`src/rtl/pc_seq_pkg.sv`:
```
// pc_seq_pkg: shared types and constants for the program-counter sequencer.
//   seq_state_t      - sequencer state: IDLE, RUN, HALT.
//   RAS_DEPTH_DEFAULT- default return-address stack depth.
//   RAS_PTR_W        - pointer width for the default stack depth.
//   ras_ptr_width()  - pointer width for an arbitrary (power-of-2) depth.
package pc_seq_pkg;

    typedef enum logic [1:0] {
        IDLE = 2'd0,
        RUN  = 2'd1,
        HALT = 2'd2
    } seq_state_t;

    localparam int RAS_DEPTH_DEFAULT = 4;
    localparam int RAS_PTR_W         = $clog2(RAS_DEPTH_DEFAULT);

    function automatic int ras_ptr_width(input int depth);
        return (depth > 1) ? $clog2(depth) : 1;
    endfunction

endpackage

```
`src/rtl/pc_ras.sv`:
```
// pc_ras: circular return-address stack.
//   clk, reset  - clock, asynchronous active-high reset (clears pointer/count).
//   clear       - synchronous empty (contents left as-is, count forced to 0).
//   push/pop    - mutually exclusive; push while full overwrites the oldest entry.
//   push_data   - value pushed.
//   top_data    - most recently pushed live entry (combinational read).
//   empty/full  - occupancy flags.
module pc_ras
    import pc_seq_pkg::*;
#(
    parameter int D     = 12,
    parameter int DEPTH = RAS_DEPTH_DEFAULT
) (
    input  logic         clk,
    input  logic         reset,
    input  logic         clear,
    input  logic         push,
    input  logic         pop,
    input  logic [D-1:0] push_data,
    output logic [D-1:0] top_data,
    output logic         empty,
    output logic         full
);

    localparam int PW = ras_ptr_width(DEPTH);
    localparam int CW = $clog2(DEPTH + 1);

    logic [D-1:0]  mem_q [DEPTH];
    // ptr_q is the next slot to write; with a power-of-2 depth it wraps
    // naturally, which is what makes overflow overwrite the oldest entry.
    logic [PW-1:0] ptr_q, ptr_d;
    logic [CW-1:0] count_q, count_d;
    logic [PW-1:0] top_idx;

    assign top_idx  = ptr_q - PW'(1);
    assign top_data = mem_q[top_idx];
    assign empty    = (count_q == '0);
    assign full     = (count_q == CW'(DEPTH));

    always_comb begin
        ptr_d   = ptr_q;
        count_d = count_q;
        if (clear) begin
            ptr_d   = '0;
            count_d = '0;
        end else if (push) begin
            ptr_d = ptr_q + PW'(1);
            if (!full) begin
                count_d = count_q + CW'(1);
            end
        end else if (pop && !empty) begin
            ptr_d   = top_idx;
            count_d = count_q - CW'(1);
        end
    end

    always_ff @(posedge clk or posedge reset) begin
        if (reset) begin
            ptr_q   <= '0;
            count_q <= '0;
        end else begin
            ptr_q   <= ptr_d;
            count_q <= count_d;
        end
    end

    // Storage needs no reset: entries are only visible through count_q.
    always_ff @(posedge clk) begin
        if (push && !clear && !reset) begin
            mem_q[ptr_q] <= push_data;
        end
    end

endmodule

```
`src/rtl/pc_sequencer.sv`:
```
// pc_sequencer: decides each cycle whether the PC increments, holds or loads.
//   clk, reset              - clock, asynchronous active-high reset.
//   start, start_addr       - begin/restart execution at start_addr.
//   pc_in                   - current PC value fed back.
//   stall, halt             - hold this cycle / stop (enter HALT).
//   br_taken, br_rel,
//   br_offset, br_addr      - relative or absolute branch.
//   call, ret               - push pc_in+1 and jump / pop and jump.
//   jump_en, target         - load request to the PC (combinational).
//   running, done           - state is RUN / HALT.
//   ras_err                 - sticky stack overflow/underflow flag.
module pc_sequencer
    import pc_seq_pkg::*;
#(
    parameter int D         = 12,
    parameter int RAS_DEPTH = RAS_DEPTH_DEFAULT
) (
    input  logic         clk,
    input  logic         reset,
    input  logic         start,
    input  logic [D-1:0] start_addr,
    input  logic [D-1:0] pc_in,
    input  logic         stall,
    input  logic         halt,
    input  logic         br_taken,
    input  logic         br_rel,
    input  logic [D-1:0] br_offset,
    input  logic [D-1:0] br_addr,
    input  logic         call,
    input  logic         ret,
    output logic         jump_en,
    output logic [D-1:0] target,
    output logic         running,
    output logic         done,
    output logic         ras_err
);

    seq_state_t   state_q, state_d;
    logic         ras_err_q, ras_err_d;
    logic         ras_clear, ras_push, ras_pop;
    logic         ras_empty, ras_full;
    logic [D-1:0] ras_top;
    logic [D-1:0] ret_addr;
    logic [D-1:0] rel_target;
    logic         jump_d;
    logic [D-1:0] target_d;

    assign ret_addr   = pc_in + D'(1);
    // Two's-complement add: a negative offset wraps to a backward branch.
    assign rel_target = pc_in + br_offset;

    // The PC has no hold input, so "hold" is jump_en=1 with target=pc_in;
    // that is the default and only the increment case clears jump_d.
    always_comb begin
        state_d   = state_q;
        ras_err_d = ras_err_q;
        ras_clear = 1'b0;
        ras_push  = 1'b0;
        ras_pop   = 1'b0;
        jump_d    = 1'b1;
        target_d  = pc_in;
        if (start) begin
            target_d  = start_addr;
            state_d   = RUN;
            ras_clear = 1'b1;
            ras_err_d = 1'b0;
        end else if (state_q == RUN) begin
            if (halt) begin
                state_d = HALT;
            end else if (!stall) begin
                if (ret) begin
                    if (!ras_empty) begin
                        ras_pop  = 1'b1;
                        target_d = ras_top;
                    end else begin
                        ras_err_d = 1'b1;
                        state_d   = HALT;
                    end
                end else if (call) begin
                    ras_push = 1'b1;
                    target_d = br_addr;
                    if (ras_full) begin
                        ras_err_d = 1'b1;
                    end
                end else if (br_taken) begin
                    target_d = br_rel ? rel_target : br_addr;
                end else begin
                    jump_d = 1'b0;
                end
            end
        end
    end

    always_ff @(posedge clk or posedge reset) begin
        if (reset) begin
            state_q   <= IDLE;
            ras_err_q <= 1'b0;
        end else begin
            state_q   <= state_d;
            ras_err_q <= ras_err_d;
        end
    end

    pc_ras #(
        .D     (D),
        .DEPTH (RAS_DEPTH)
    ) u_ras (
        .clk       (clk),
        .reset     (reset),
        .clear     (ras_clear),
        .push      (ras_push),
        .pop       (ras_pop),
        .push_data (ret_addr),
        .top_data  (ras_top),
        .empty     (ras_empty),
        .full      (ras_full)
    );

    // Outputs are forced to their idle values for as long as reset is high.
    assign jump_en = reset ? 1'b0 : jump_d;
    assign target  = reset ? '0   : target_d;
    assign running = !reset && (state_q == RUN);
    assign done    = !reset && (state_q == HALT);
    assign ras_err = ras_err_q;

endmodule

```
`config.mk`:
```
export PLATFORM = sky130hd
export DESIGN_NAME = pc_sequencer
export DESIGN_NICKNAME = d
export VERILOG_FILES = /design/src/rtl/pc_seq_pkg.sv /design/src/rtl/pc_ras.sv /design/src/rtl/pc_sequencer.sv
export SDC_FILE = /design/constraint.sdc
export NUM_CORES = 1
export LEC_CHECK = 0
export BUFFER_PORTS_ARGS = -buffer_cell sky130_fd_sc_hd__buf_2
export CORE_ASPECT_RATIO = 1.5
export CORE_MARGIN = 3
export CORE_UTILIZATION = 40
export DETAILED_ROUTE_END_ITERATION = 7
export PLACE_DENSITY = 0.69
export SETUP_SLACK_MARGIN = 0.5
export SYNTH_ARGS = -nofsm -noshare
export SYNTH_HDL_FRONTEND = slang
export SYNTH_HIERARCHICAL = 1
export SYNTH_SLANG_ARGS = --single-unit
```
`constraint.sdc`:
```
create_clock -name clk -period 3.1 [get_ports clk]
set_input_delay 0.465 -clock clk [delete_from_list [all_inputs] [get_ports clk]]
set_output_delay 0.465 -clock clk [all_outputs]
set_load 0.01 [all_outputs]
```
Word-level counts from Yosys, hierarchy flattened
Memories as Yosys holds them, arrays and structs flattened.
Index checks and enable logic that the tools add are counted.
{"block": "word_totals", "ff_bits": 8, "ram_bits": 48, "inputBits": 57, "output_inout_bits": 16, "elab_cells": 91, "memories": 1}
{"block": "op_classes", "addsub": 6, "eq_ne": 8, "n_mux": 54, "reduce_logical": 18}
{"memory": "u_ras.mem_q", "words": 4, "word_bits": 12, "rd": 1, "rd_ports_with_merged_regs": 0, "write_ports": 1, "line": "pc_ras.sv:28", "text": "logic [D-1:0] mem_q [DEPTH];"}
{"cell": "two-way mux 12 bit", "count": 10}
{"cell": "two-way mux 1 bit", "count": 31}
{"cell": "two-way mux 2 bit", "count": 9}
{"cell": "nonzero test 3 bit", "count": 5}
{"cell": "adder 12 x 1 -> 12 bit (second input constant)", "count": 1}
{"cell": "adder 12 bit", "count": 1}
{"cell": "two-way mux 3 bit", "count": 4}
{"cell": "inequality test 3 x 2 -> 1 bit (second input constant)", "count": 3}
{"cell": "AND reduction 6 bit", "count": 1}
{"cell": "logical AND 1 bit", "count": 5}
{"cell": "inequality test 2 bit (second input constant)", "count": 2}
{"cell": "AND reduction 4 bit", "count": 1}
{"cell": "adder 3 x 1 -> 3 bit (second input constant)", "count": 1}
{"cell": "== test 3 bit (second input constant)", "count": 1}
{"cell": "zero test 1 bit", "count": 3}
{"cell": "zero test 3 bit", "count": 1}
{"cell": "subtractor 3 x 1 -> 3 bit (second input constant)", "count": 1}
{"cell": "adder 2 x 1 -> 2 bit (second input constant)", "count": 1}
{"cell": "== test 2 x 1 -> 1 bit (second input constant)", "count": 1}
{"cell": "== test 2 bit (second input constant)", "count": 1}
{"cell": "AND reduction 2 bit", "count": 1}
{"cell": "nonzero test 2 bit", "count": 1}
{"cell": "subtractor 2 x 1 -> 2 bit (second input constant)", "count": 1}

Longest topological paths before layout
Gate-level depths: netlist (run 1).
{"block": "depth", "word_depth": 11, "depth_mapped": 11, "mapped_depth_nobuf": 8}

Modules after synthesis
The synthesis (run 1) kept the hierarchy.
{"module": "pc_ras", "instances": 1, "cells_each": 113, "area_each_um2": 2169.6, "seq_area_each_um2": 1566.5}
{"module": "pc_sequencer", "instances": 1, "cells_each": 258, "area_each_um2": 1721.7, "seq_area_each_um2": 75.1}

Worst setup path after synthesis (run 1)
OpenSTA, ideal clock, no wires.
{"block": "synth_path", "path_type": "register to output", "start": "register u_ras.ptr_q[0]", "end": "output target[10]", "arrival_time_ps": 2457, "required_ps": 2635, "slack_ps": 178, "path_stages_with_launch": 12, "cell_sequence": "dfrtp_1 > buf_2 > buf_4 > inv_1 > ha_1 > buf_6 > mux4_2 > mux2_2 > a221oi_1 > o21ai_0 > nand2_1 > o211ai_2"}
{"block": "synth_between", "elab_chain_len": 9}
{"item": "start: declaration", "line": "pc_ras.sv:31", "text": "logic [PW-1:0] ptr_q, ptr_d;"}
{"item": "start signal: assignment", "line": "pc_ras.sv:62", "text": "ptr_q <= ptr_d;"}
{"item": "subtractor 2 x 1 -> 2 bit", "line": "pc_ras.sv:35", "text": "assign top_idx = ptr_q - PW'(1);"}
{"item": "memory (4 x 12 bit)"}
{"item": "via ras_top[10]", "line": "pc_sequencer.sv:42", "text": "logic [D-1:0] ras_top;"}
{"item": "two-way mux 12 bit", "line": "pc_sequencer.sv:72", "text": "if (!ras_empty) begin"}
{"item": "two-way mux 12 bit", "line": "pc_sequencer.sv:71", "text": "if (ret) begin"}
{"item": "two-way mux 12 bit", "line": "pc_sequencer.sv:70", "text": "end else if (!stall) begin"}
{"item": "two-way mux 12 bit", "line": "pc_sequencer.sv:68", "text": "if (halt) begin"}
{"item": "two-way mux 12 bit", "line": "pc_sequencer.sv:67", "text": "end else if (state_q == RUN) begin"}
{"item": "two-way mux 12 bit", "line": "pc_sequencer.sv:62", "text": "if (start) begin"}
{"item": "two-way mux 12 bit", "line": "pc_sequencer.sv:121", "text": "assign target = reset ? '0 : target_d;"}
{"item": "end: declaration", "line": "pc_sequencer.sv:32", "text": "output logic [D-1:0] target,"}
The timed path passes the listed nets, and every way through them passes these cells.

Worst setup path in the final report (run 1)
{"block": "layout_path", "start": "register state_q[1]", "end": "output target[10]"}
{"block": "layout_between", "elab_chain_len": 4}
{"item": "start: declaration", "line": "pc_sequencer.sv:38", "text": "seq_state_t state_q, state_d;"}
{"item": "start signal: assignment", "line": "pc_sequencer.sv:99", "text": "state_q <= state_d;"}
{"item": "== test 2 x 1 -> 1 bit", "line": "pc_sequencer.sv:67"}
{"item": "two-way mux 12 bit", "line": "pc_sequencer.sv:67"}
{"item": "two-way mux 12 bit", "line": "pc_sequencer.sv:62"}
{"item": "two-way mux 12 bit", "line": "pc_sequencer.sv:121"}
Every way passes these cells.

==> results of run 1 <==
-- cell usage after synthesis (5+ instances only) --
library cell	count
a21oi_1	26
a21o_1	7
xnor2_1	15
nand2b_1	5
and2_1	6
nor2_1	25
o21ai_0	17
mux4_2	12
nor3_1	6
nor3b_1	7
ha_1	16
mux2i_1	5
nand3_1	12
a211oi_1	6
o221ai_1	5
inv_1	17
nand2_1	31
o22ai_1	8
dfrtp_1	8
edfxtp_1	48
nor2b_1	5
clkbuf_1	13
-- metal layers --
metal,share of wire,vias up
met5,0,-
met4,0.049,0
met3,0.047,44
met2,0.56,133
met1,0.34,1662
li1,-,1659
-- area by class of cell --
cell class / count / share of cell area
Multi-Input combinational cell: 279 / 0.459
Clock inverter: 2 / 0.00313
Tap cell: 112 / 0.0270
Inverter: 17 / 0.0123
Sequential cell: 56 / 0.317
Timing Repair Buffer: 125 / 0.158
Clock buffer: 6 / 0.0248
-- state kept, by name, summed over array words and instances (netlist names) --
name,flops
u_ras/mem_q,48
u_ras/count_q,3
state_q,2
u_ras/ptr_q,2
ras_err,1
-- layout by cell type, fill, tap and decap left out, types with 6 or more instances in the layout --
cell,synthesis,routed
a21oi_1,26,20
nand3_1,12,12
dfrtp_1,8,6
ha_1,16,8
o21ai_0,17,9
buf_4,2,43
nor2_1,25,24
edfxtp_1,48,48
nand2_1,31,28
inv_1,17,15
xnor2_1,15,15
a21o_1,7,7
mux4_2,12,12
buf_6,2,12
nor3b_1,7,7
ha_4,0,7
o21ai_1,0,7
buf_2,2,69
-- how the worst max path moves through the flow --
stage                            end  slack [ps]  cells past startpoint
final                     target[10]         250                      6
after global routing      target[10]         170                      6
after CTS                  target[8]         160                      9
after detailed placement   target[9]          90                      8
after global placement     target[8]         150                      9
after floorplan           target[10]         410                     11
-- logic make-up (layout without fill, tap and decap cells) --
family                   after synthesis  after routing  synth area share
adder cells (fa/ha/maj)               18             18            0.0617
flip-flops                            56             56             0.422
multiplexers                          18             18            0.0852
AND/OR/NAND/NOR                      113            113             0.148
XOR/XNOR                              19             19            0.0428
AO/OA/AOI/OAI                        111            111             0.199
buffers and inverters                 36            150            0.0412
-- worst reg2reg max path: cells and delay by family, from the launching register on --
family	cells	cell delay [ps]
AND/OR/NAND/NOR	6	1340
adder cells (fa/ha/maj)	1	210
flip-flops	1	400
buffers and inverters	1	160
AO/OA/AOI/OAI	1	100
-- metrics by stage --
| stage | hold WS, ps | util |
|---|---|---|
| 3_3_place_gp | 480 | 0.477 |
| 3_5_place_dp | 483 | 0.477 |
| 5_1_grt | 292 | 0.555 |
| 6_report | 254 | 0.555 |
| 2_1_floorplan | 249 | - |
| 4_1_cts | 253 | 0.533 |
-- where the power goes --
part / switching (W) / total [W] / leakage [nW] / internal (W)
clock: 0.000233 / 0.000534 / 0.0671 / 0.000301
combinational: 0.000240 / 0.000437 / 1.42 / 0.000198
sequential: 0.00000238 / 0.000827 / 0.535 / 0.000825
total: 0.000475 / 0.00180 / 2.03 / 0.00132
-- what timing repair did --
item,4_1_cts,5_1_grt
setup buffers,23,12
gates cloned,0,0
hold buffers,0,0
pin swaps,16,17
resized for setup,43,28
endpoints found under the setup margin,12,61
==> impl_metrics.py, run 1 <==
metrics = {
    "placement": {
        "placed_area_mm2": 0.00446,
        "post-place-ws_ps": 90.3,
        "place_hpwl_um": 8520,
        "dp.cells": 554,
        "portBuffers": 72,
        "gp_congestion": 0.873,
    },
    "yosys": {
        "synth_fp_nets": 446,
        "synth.distinct_cells": 63,
        "yosysTopAreaCell": "edfxtp_1",
        "ys_seq_area_frac": 0.422,
        "yosys_warnings": 6,
        "ys_top_cells_by_area": "edfxtp_1 (37%), mux4_2 (6.9%), dfrtp_1 (5.1%)",
        "postSynthRegisterBits": 56,
        "async_flop_share": 0.143,
        "synth_top_area_share": 0.370,
        "netlist_instances": 371,
        "synth_edf_count": 48,
        "mappedNetlistArea_mm2": 0.00389,
        "syn_avg_cell_area_um2": 10.5,
        "synthFlopType": "edfxtp_1",
    },
    "sta": {
        "grt_setup_unrepaired": "true",
        "maxSlewViolCount": 0,
        "fin_skew_ps": 4.08,
        "setup_viol": 0,
        "worst_slew_margin_rel": 0.738,
        "hold_viol": 0,
        "worst_slew_pin_slew_ps": 390,
        "finalWorstSetupSlack_ps": 245,
        "tns_ps": 0,
        "min_period_ps": 2850,
        "timing.final.crit_share": 0.921,
        "fmaxAchievable_ghz": 0.350,
    },
    "drt": {
        "wl_per_cell_um": 19.0,
        "drc": 0,
        "drt-pass1-iter-count": 4,
        "antenna_left": 0,
        "first_iter_violations": 176,
        "dr_total_vias": 3498,
        "drt_wl_total_um": 11400,
        "vias_per_cell": 5.86,
    },
    "worst_setup_path": {
        "cpMaxStageDelayCell": "or4b_4",
        "r2r_setup_slack_ps": 780,
        "rr_startpoint": "state_q[1]$_DFFE_PP0P_",
        "crit_buf_inv": 1,
        "reg2reg_to": "u_ras/count_q[2]$_DFFE_PP0P_",
        "endpoint_kind": "output port",
        "path_cells": "or4b_4, or3_4, or3_4, a41o_1, o211ai_2, buf_2",
        "crit_type": "reg -> out",
        "max_stage_delay_ps": 500,
        "r2r_cells": 9,
        "cp-startpoint": "state_q[1]$_DFFE_PP0P_",
        "cpLargestDelayFamily": "simple AND/OR/NAND/NOR gates",
        "start_kind": "flip-flop",
        "crit_arrival_ps": 2390,
        "critPathRequiredTime_ps": 2630,
        "cp_common_cell": "or3_4",
        "cp_max_fo": 3,
    },
    "power_and_ir_drop": {
        "p_leak_nw": 2.03,
        "peakVddDrop_mv": 0.228,
        "totalPowerFinal_w": 0.00180,
        "p_per_area_mw_per_mm2": 346,
    },
    "final_layout": {
        "final_nets": 559,
        "regArea_mm2": 0.00164,
        "multi_input_area_mm2": 0.00238,
        "diodes": 0,
        "syn2layout_area_growth_pct": 33.5,
        "drive_gt1_frac": 0.400,
        "layoutNonFillerInstCount": 597,
        "nFillCells": 795,
        "finalInstanceArea_mm2": 0.00519,
    },
    "global_route": {
        "antenna_found_initial": 0,
        "grtUsageTotal": 0.207,
        "grtUsageMet1": 0.215,
        "use_met2": 0.383,
        "grt_start_max_net_pins": 18,
        "grt_pass1_wl_um": 17800,
        "globalRoute.busiestLayer": "met2",
        "overflow": 0,
        "grt_pass1_vias": 3605,
        "met3_usage": 0.0169,
    },
    "flow_run": {
        "drv_cap": 0,
    },
    "clocking": {
        "clk_pin_slew_ps": 60,
        "cts_buffers": 5,
        "ctsHtreeMaxLevel": 2,
        "worstSkewPairLatency_ps": 290,
        "clockRootBuffer": "clkbuf_16",
        "ctsLongestPathBuffers": 2,
        "numClockSinks": 56,
        "cts_tree": "yes",
    },
    "floorplanning": {
        "fp.coreArea_mm2": 0.00936,
        "start_util": 0.416,
        "die_h_um": 127,
        "die_w_um": 86.5,
        "io_pins": 73,
        "fp.dieArea_mm2": 0.0110,
        "fp-row-count": 43,
    },
    "worst_hold_path": {
        "hold_class": "in -> async",
    },
    "run_status": {
        "status": "finished, final reports clean",
    },
}
No activity file was read; power rests on OpenSTA's default activity.
==> run 2: changes to the inputs <==
==> constraint.sdc (replaced) <==
create_clock -name clk -period 3.1 [get_ports clk]
set_input_delay 0.155 -clock clk [delete_from_list [all_inputs] [get_ports clk]]
set_output_delay 0.155 -clock clk [all_outputs]
set_load 0.01 [all_outputs]
==> impl_metrics.py, run 2 (synthesis gave the netlist of run 1 again) <==
metrics = {
    "placement": {
        "gp_congestion": 0.868,
        "place_hpwl_um": 8540,
        "post-place-ws_ps": 459,
        "placed_area_mm2": 0.00440,
        "dp.cells": 549,
        "portBuffers": 72,
    },
    "final_layout": {
        "final_nets": 536,
        "drive_gt1_frac": 0.292,
        "final_cell_mix": "buf_2 (72), edfxtp_1 (48), nand2_1 (30), buf_4 (28)",
        "layoutNonFillerInstCount": 574,
        "top_regs": "u_ras/mem_q (48), u_ras/count_q (3)",
        "largest_reg_flops": 48,
        "finalInstanceArea_mm2": 0.00473,
        "final_common_cell": "buf_2",
        "diodes": 0,
        "top_register": "u_ras/mem_q",
        "syn2layout_area_growth_pct": 21.5,
    },
    "drt": {
        "drt-pass1-iter-count": 5,
        "dr_total_vias": 3418,
        "drt_wl_total_um": 10800,
        "vias_per_cell": 5.95,
        "first_iter_violations": 158,
        "wl_per_cell_um": 18.9,
        "antenna_left": 0,
        "drc": 0,
    },
    "global_route": {
        "grt_pass1_wl_um": 17000,
        "antenna_found_initial": 0,
        "grt_pass1_vias": 3502,
        "grtUsageTotal": 0.196,
        "overflow": 0,
        "grt_start_max_net_pins": 20,
    },
    "power_and_ir_drop": {
        "peakVddDrop_mv": 0.227,
        "p_per_area_mw_per_mm2": 369,
        "totalPowerFinal_w": 0.00174,
        "p_leak_nw": 1.88,
    },
    "clocking": {
        "ctsLongestPathBuffers": 2,
        "worstSkewPairLatency_ps": 290,
        "cts_buffers": 5,
        "clockRootBuffer": "clkbuf_16",
        "numClockSinks": 56,
        "ctsHtreeMaxLevel": 2,
        "cts_tree": "yes",
        "clk_pin_slew_ps": 70,
    },
    "sta": {
        "min_period_ps": 2580,
        "grt_setup_unrepaired": "true",
        "worst_slew_margin_rel": 0.691,
        "maxSlewViolCount": 0,
        "fmaxAchievable_ghz": 0.388,
        "timing.final.crit_share": 0.831,
        "tns_ps": 0,
        "setup_viol": 0,
        "finalWorstSetupSlack_ps": 522,
        "worst_slew_pin_slew_ps": 460,
        "fin_skew_ps": 2.41,
        "hold_viol": 0,
    },
    "run_status": {
        "status": "finished, final reports clean",
    },
    "worst_setup_path": {
        "critPathRequiredTime_ps": 2940,
        "start_kind": "flip-flop",
        "r2r_cells": 9,
        "crit_arrival_ps": 2420,
        "cp_max_fo": 4,
        "endpoint_kind": "output port",
        "crit_type": "reg -> out",
    },
    "floorplanning": {
        "die_w_um": 86.5,
        "fp.dieArea_mm2": 0.0110,
        "fp-row-count": 43,
        "io_pins": 73,
        "fp.coreArea_mm2": 0.00936,
        "start_util": 0.416,
        "die_h_um": 127,
    },
    "flow_run": {
        "drv_cap": 0,
    },
    "worst_hold_path": {
        "hold-path-cell-count": 2,
        "hold_class": "in -> reg",
    },
}
## run 2: timing repair
item,CTS,global route
gates resized for setup,7,7
hold buffers,1,0
endpoints found under the setup margin,42,53
setup buffers,7,9
hold endpoints to repair,8,0
pin swaps,2,4
## run 2: worst max-delay path, cell delays in order (launching register included)
cell,delay (ps)
dfrtp_1,400
or4b_4,570
or3_4,400
or3_4,340
a41o_1,220
o211ai_2,60
buf_2,150
## run 2: per-layer routing
metal  part of all wire  wire (um)  track usage  up-vias
met5                  0          0            0        -
met4              0.060        645        0.120        0
met2               0.54       5810        0.359      126
met1               0.36       3930        0.210     1637
met3              0.041        443       0.0182       38
li1                   -          -            -     1617
## run 2: final cells by class
cell class	instances	area [um^2]
clock buffers	5	125
flip-flops and latches	56	1640
repair buffers	102	601
fillers	829	4630
well taps	112	140
multi-input cells	279	2130
inverters	17	63.8
clock inverters	3	26.3
## run 2: report_power, final
group | internal [W] | total (W) | switching, W | leakage [nW]
logic | 0.000151 | 0.000359 | 0.000208 | 1.27
clock network | 0.000305 | 0.000557 | 0.000252 | 0.0744
registers | 0.000824 | 0.000827 | 0.00000280 | 0.538
total | 0.00128 | 0.00174 | 0.000463 | 1.88
## run 2: worst paths after layout
kind	from	end	slack, ps
max	state_q[1]$_DFFE_PP0P_	target[10]	520
min	start	ras_err$_DFFE_PP0P_	210
max reg2reg	state_q[1]$_DFFE_PP0P_	u_ras/count_q[2]$_DFFE_PP0P_	650
min reg2reg	ras_err$_DFFE_PP0P_	ras_err$_DFFE_PP0P_	500
max in group asynchronous	reset	state_q[0]$_DFFE_PP0P_	2390
min in group asynchronous	reset	u_ras/ptr_q[0]$_DFFE_PP0P_	490
## run 2: stage by stage
stage / util / hold WS [ps]
final: 0.505 / 213
after CTS: 0.496 / 218
after global placement: 0.470 / 243
after detailed placement: 0.470 / 244
after global routing: 0.505 / 251
after floorplan: - / -60.9
==> run 3: changes to the inputs <==
--- a/config.mk
+++ b/config.mk
@@ -10,7 +10,7 @@
 export CORE_MARGIN = 3
 export CORE_UTILIZATION = 40
 export DETAILED_ROUTE_END_ITERATION = 7
-export PLACE_DENSITY = 0.69
+export PLACE_DENSITY = 0.71
 export SETUP_SLACK_MARGIN = 0.5
 export SYNTH_ARGS = -nofsm -noshare
 export SYNTH_HDL_FRONTEND = slang
==> constraint.sdc (replaced) <==
create_clock -name clk -period 2.1 [get_ports clk]
set_input_delay 0.105 -clock clk [delete_from_list [all_inputs] [get_ports clk]]
set_output_delay 0.105 -clock clk [all_outputs]
set_load 0.01 [all_outputs]
==> impl_metrics.py, run 3 (synthesis gave the netlist of run 1 again) <==
metrics = {
    "worst_setup_path": {
        "start_kind": "flip-flop",
        "reg2reg_to": "u_ras/count_q[2]$_DFFE_PP0P_",
        "crit_arrival_ps": 2330,
        "crit_type": "reg -> out",
        "r2r_cells": 10,
        "r2r_setup_slack_ps": -130,
        "cp_common_cell": "or3_4",
        "critPathRequiredTime_ps": 2000,
        "cpMaxStageDelayCell": "or4b_4",
        "endpoint_kind": "output port",
        "cp_max_fo": 2,
        "rr_startpoint": "state_q[1]$_DFFE_PP0P_",
        "max_stage_delay_ps": 520,
        "path_cells": "or4b_4, or3_4, or3_4, a41o_1, o211ai_2, buf_2",
    },
    "sta": {
        "worst_slew_pin_slew_ps": 450,
        "hold_viol": 0,
        "timing.final.crit_share": 1.16,
        "worst_slew_margin_rel": 0.698,
        "fin_skew_ps": 3.95,
        "min_period_ps": 2430,
        "finalWorstSetupSlack_ps": -333,
        "timing.hold.ws_ps": 238,
        "grt_setup_unrepaired": "true",
        "fmaxAchievable_ghz": 0.411,
        "tns_ps": -3270,
        "setup_viol": 60,
        "maxSlewViolCount": 0,
    },
    "worst_hold_path": {
        "hold_start": "start",
        "hold_class": "in -> reg",
        "holdPathEnd": "ras_err$_DFFE_PP0P_",
        "hold-path-cell-count": 2,
    },
    "floorplanning": {
        "start_util": 0.416,
        "fp.dieArea_mm2": 0.0110,
        "fp-row-count": 43,
        "die_h_um": 127,
        "io_pins": 73,
        "fp.coreArea_mm2": 0.00936,
        "die_w_um": 86.5,
    },
    "final_layout": {
        "finalInstanceArea_mm2": 0.00527,
        "top_regs": "u_ras/mem_q (48), u_ras/count_q (3)",
        "largest_reg_flops": 48,
        "final_nets": 575,
        "top_register": "u_ras/mem_q",
        "final_common_cell": "buf_2",
        "diodes": 0,
        "drive_gt1_frac": 0.405,
        "final_cell_mix": "buf_2 (72), edfxtp_1 (48), buf_4 (46), nand2_1 (29), a21oi_1 (23)",
        "layoutNonFillerInstCount": 613,
        "syn2layout_area_growth_pct": 35.4,
    },
    "run_status": {
        "status": "finished with violations",
        "violations": "setup timing",
    },
    "drt": {
        "vias_per_cell": 5.88,
        "drc": 0,
        "drt_wl_total_um": 11600,
        "wl_per_cell_um": 19.0,
        "dr_total_vias": 3607,
        "first_iter_violations": 171,
        "drt-pass1-iter-count": 4,
        "antenna_left": 0,
    },
    "clocking": {
        "ctsLongestPathBuffers": 2,
        "clockRootBuffer": "clkbuf_16",
        "cts_tree": "yes",
        "clk_pin_slew_ps": 70,
        "ctsHtreeMaxLevel": 2,
        "cts_buffers": 5,
        "numClockSinks": 56,
        "worstSkewPairLatency_ps": 290,
    },
    "placement": {
        "placed_area_mm2": 0.00476,
        "place_hpwl_um": 8790,
        "portBuffers": 72,
        "gp_congestion": 0.877,
        "dp.cells": 582,
    },
    "global_route": {
        "grtUsageTotal": 0.207,
        "grt_start_max_net_pins": 18,
        "overflow": 0,
        "grt_pass1_vias": 3652,
        "antenna_found_initial": 0,
        "grt_pass1_wl_um": 17800,
    },
    "power_and_ir_drop": {
        "peakVddDrop_mv": 0.320,
        "p_leak_nw": 2.13,
        "p_per_area_mw_per_mm2": 520,
    },
    "flow_run": {
        "drv_cap": 0,
    },
}
## run 3: what timing repair did
item / CTS / global route
resized for setup: 31 / 18
hold buffers: 1 / 0
endpoints found under the setup margin: 67 / 67
cloned: 4 / 0
endpoints found under the hold margin: 8 / 0
pin swaps: 26 / 12
buffers inserted: 14 / 4
## run 3: routing by layer
layer	vias to the layer above	share of wire	GRT usage
met1	1740	0.38	0.232
li1	1702	-	-
met3	36	0.035	0.0149
met4	0	0.045	0.113
met5	-	0	0
met2	129	0.54	0.380
## run 3: worst max-delay path, delay by kind of cell (launching register included)
family	cells	cell delay (ps)
compound gates	2	280
buf+inv	1	150
flops	1	400
simple gates	3	1210
## run 3: cell type report
type / instances / area [um^2]
flip-flops and latches: 56 / 1640
multi-input cells: 283 / 2310
fillers: 773 / 4090
clock inverters: 3 / 42.5
repair buffers: 137 / 940
clock buffers: 5 / 125
inverters: 17 / 66.3
well taps: 112 / 140
## run 3: through the flow
step / worst slack [ps] / power, W / utilization
after floorplan: -159 / 0.00156 / -
after global placement: -199 / 0.00179 / 0.508
after detailed placement: -189 / 0.00180 / 0.508
after CTS: -319 / 0.00274 / 0.552
after global routing: -427 / 0.00285 / 0.563
final: -333 / 0.00274 / 0.563
## run 3: how the worst max path moves through the flow
stage | from | endpoint | slack, ps
5_1_grt | u_ras/ptr_q[0]$_DFFE_PP0P_ | target[6] | -430
6_report | state_q[1]$_DFFE_PP0P_ | target[10] | -330
3_3_place_gp | pc_in[0] | target[8] | -200
3_5_place_dp | pc_in[0] | target[8] | -190
4_1_cts | state_q[1]$_DFFE_PP0P_ | target[10] | -320
2_1_floorplan | u_ras/ptr_q[0]$_DFFE_PP0P_ | target[10] | -160
## run 3: power by group
group	total (W)	internal [W]	switching, W
clock	0.000912	0.000560	0.000352
sequential	0.00122	0.00122	0.00000335
combinational	0.000606	0.000270	0.000336
total	0.00274	0.00205	0.000691
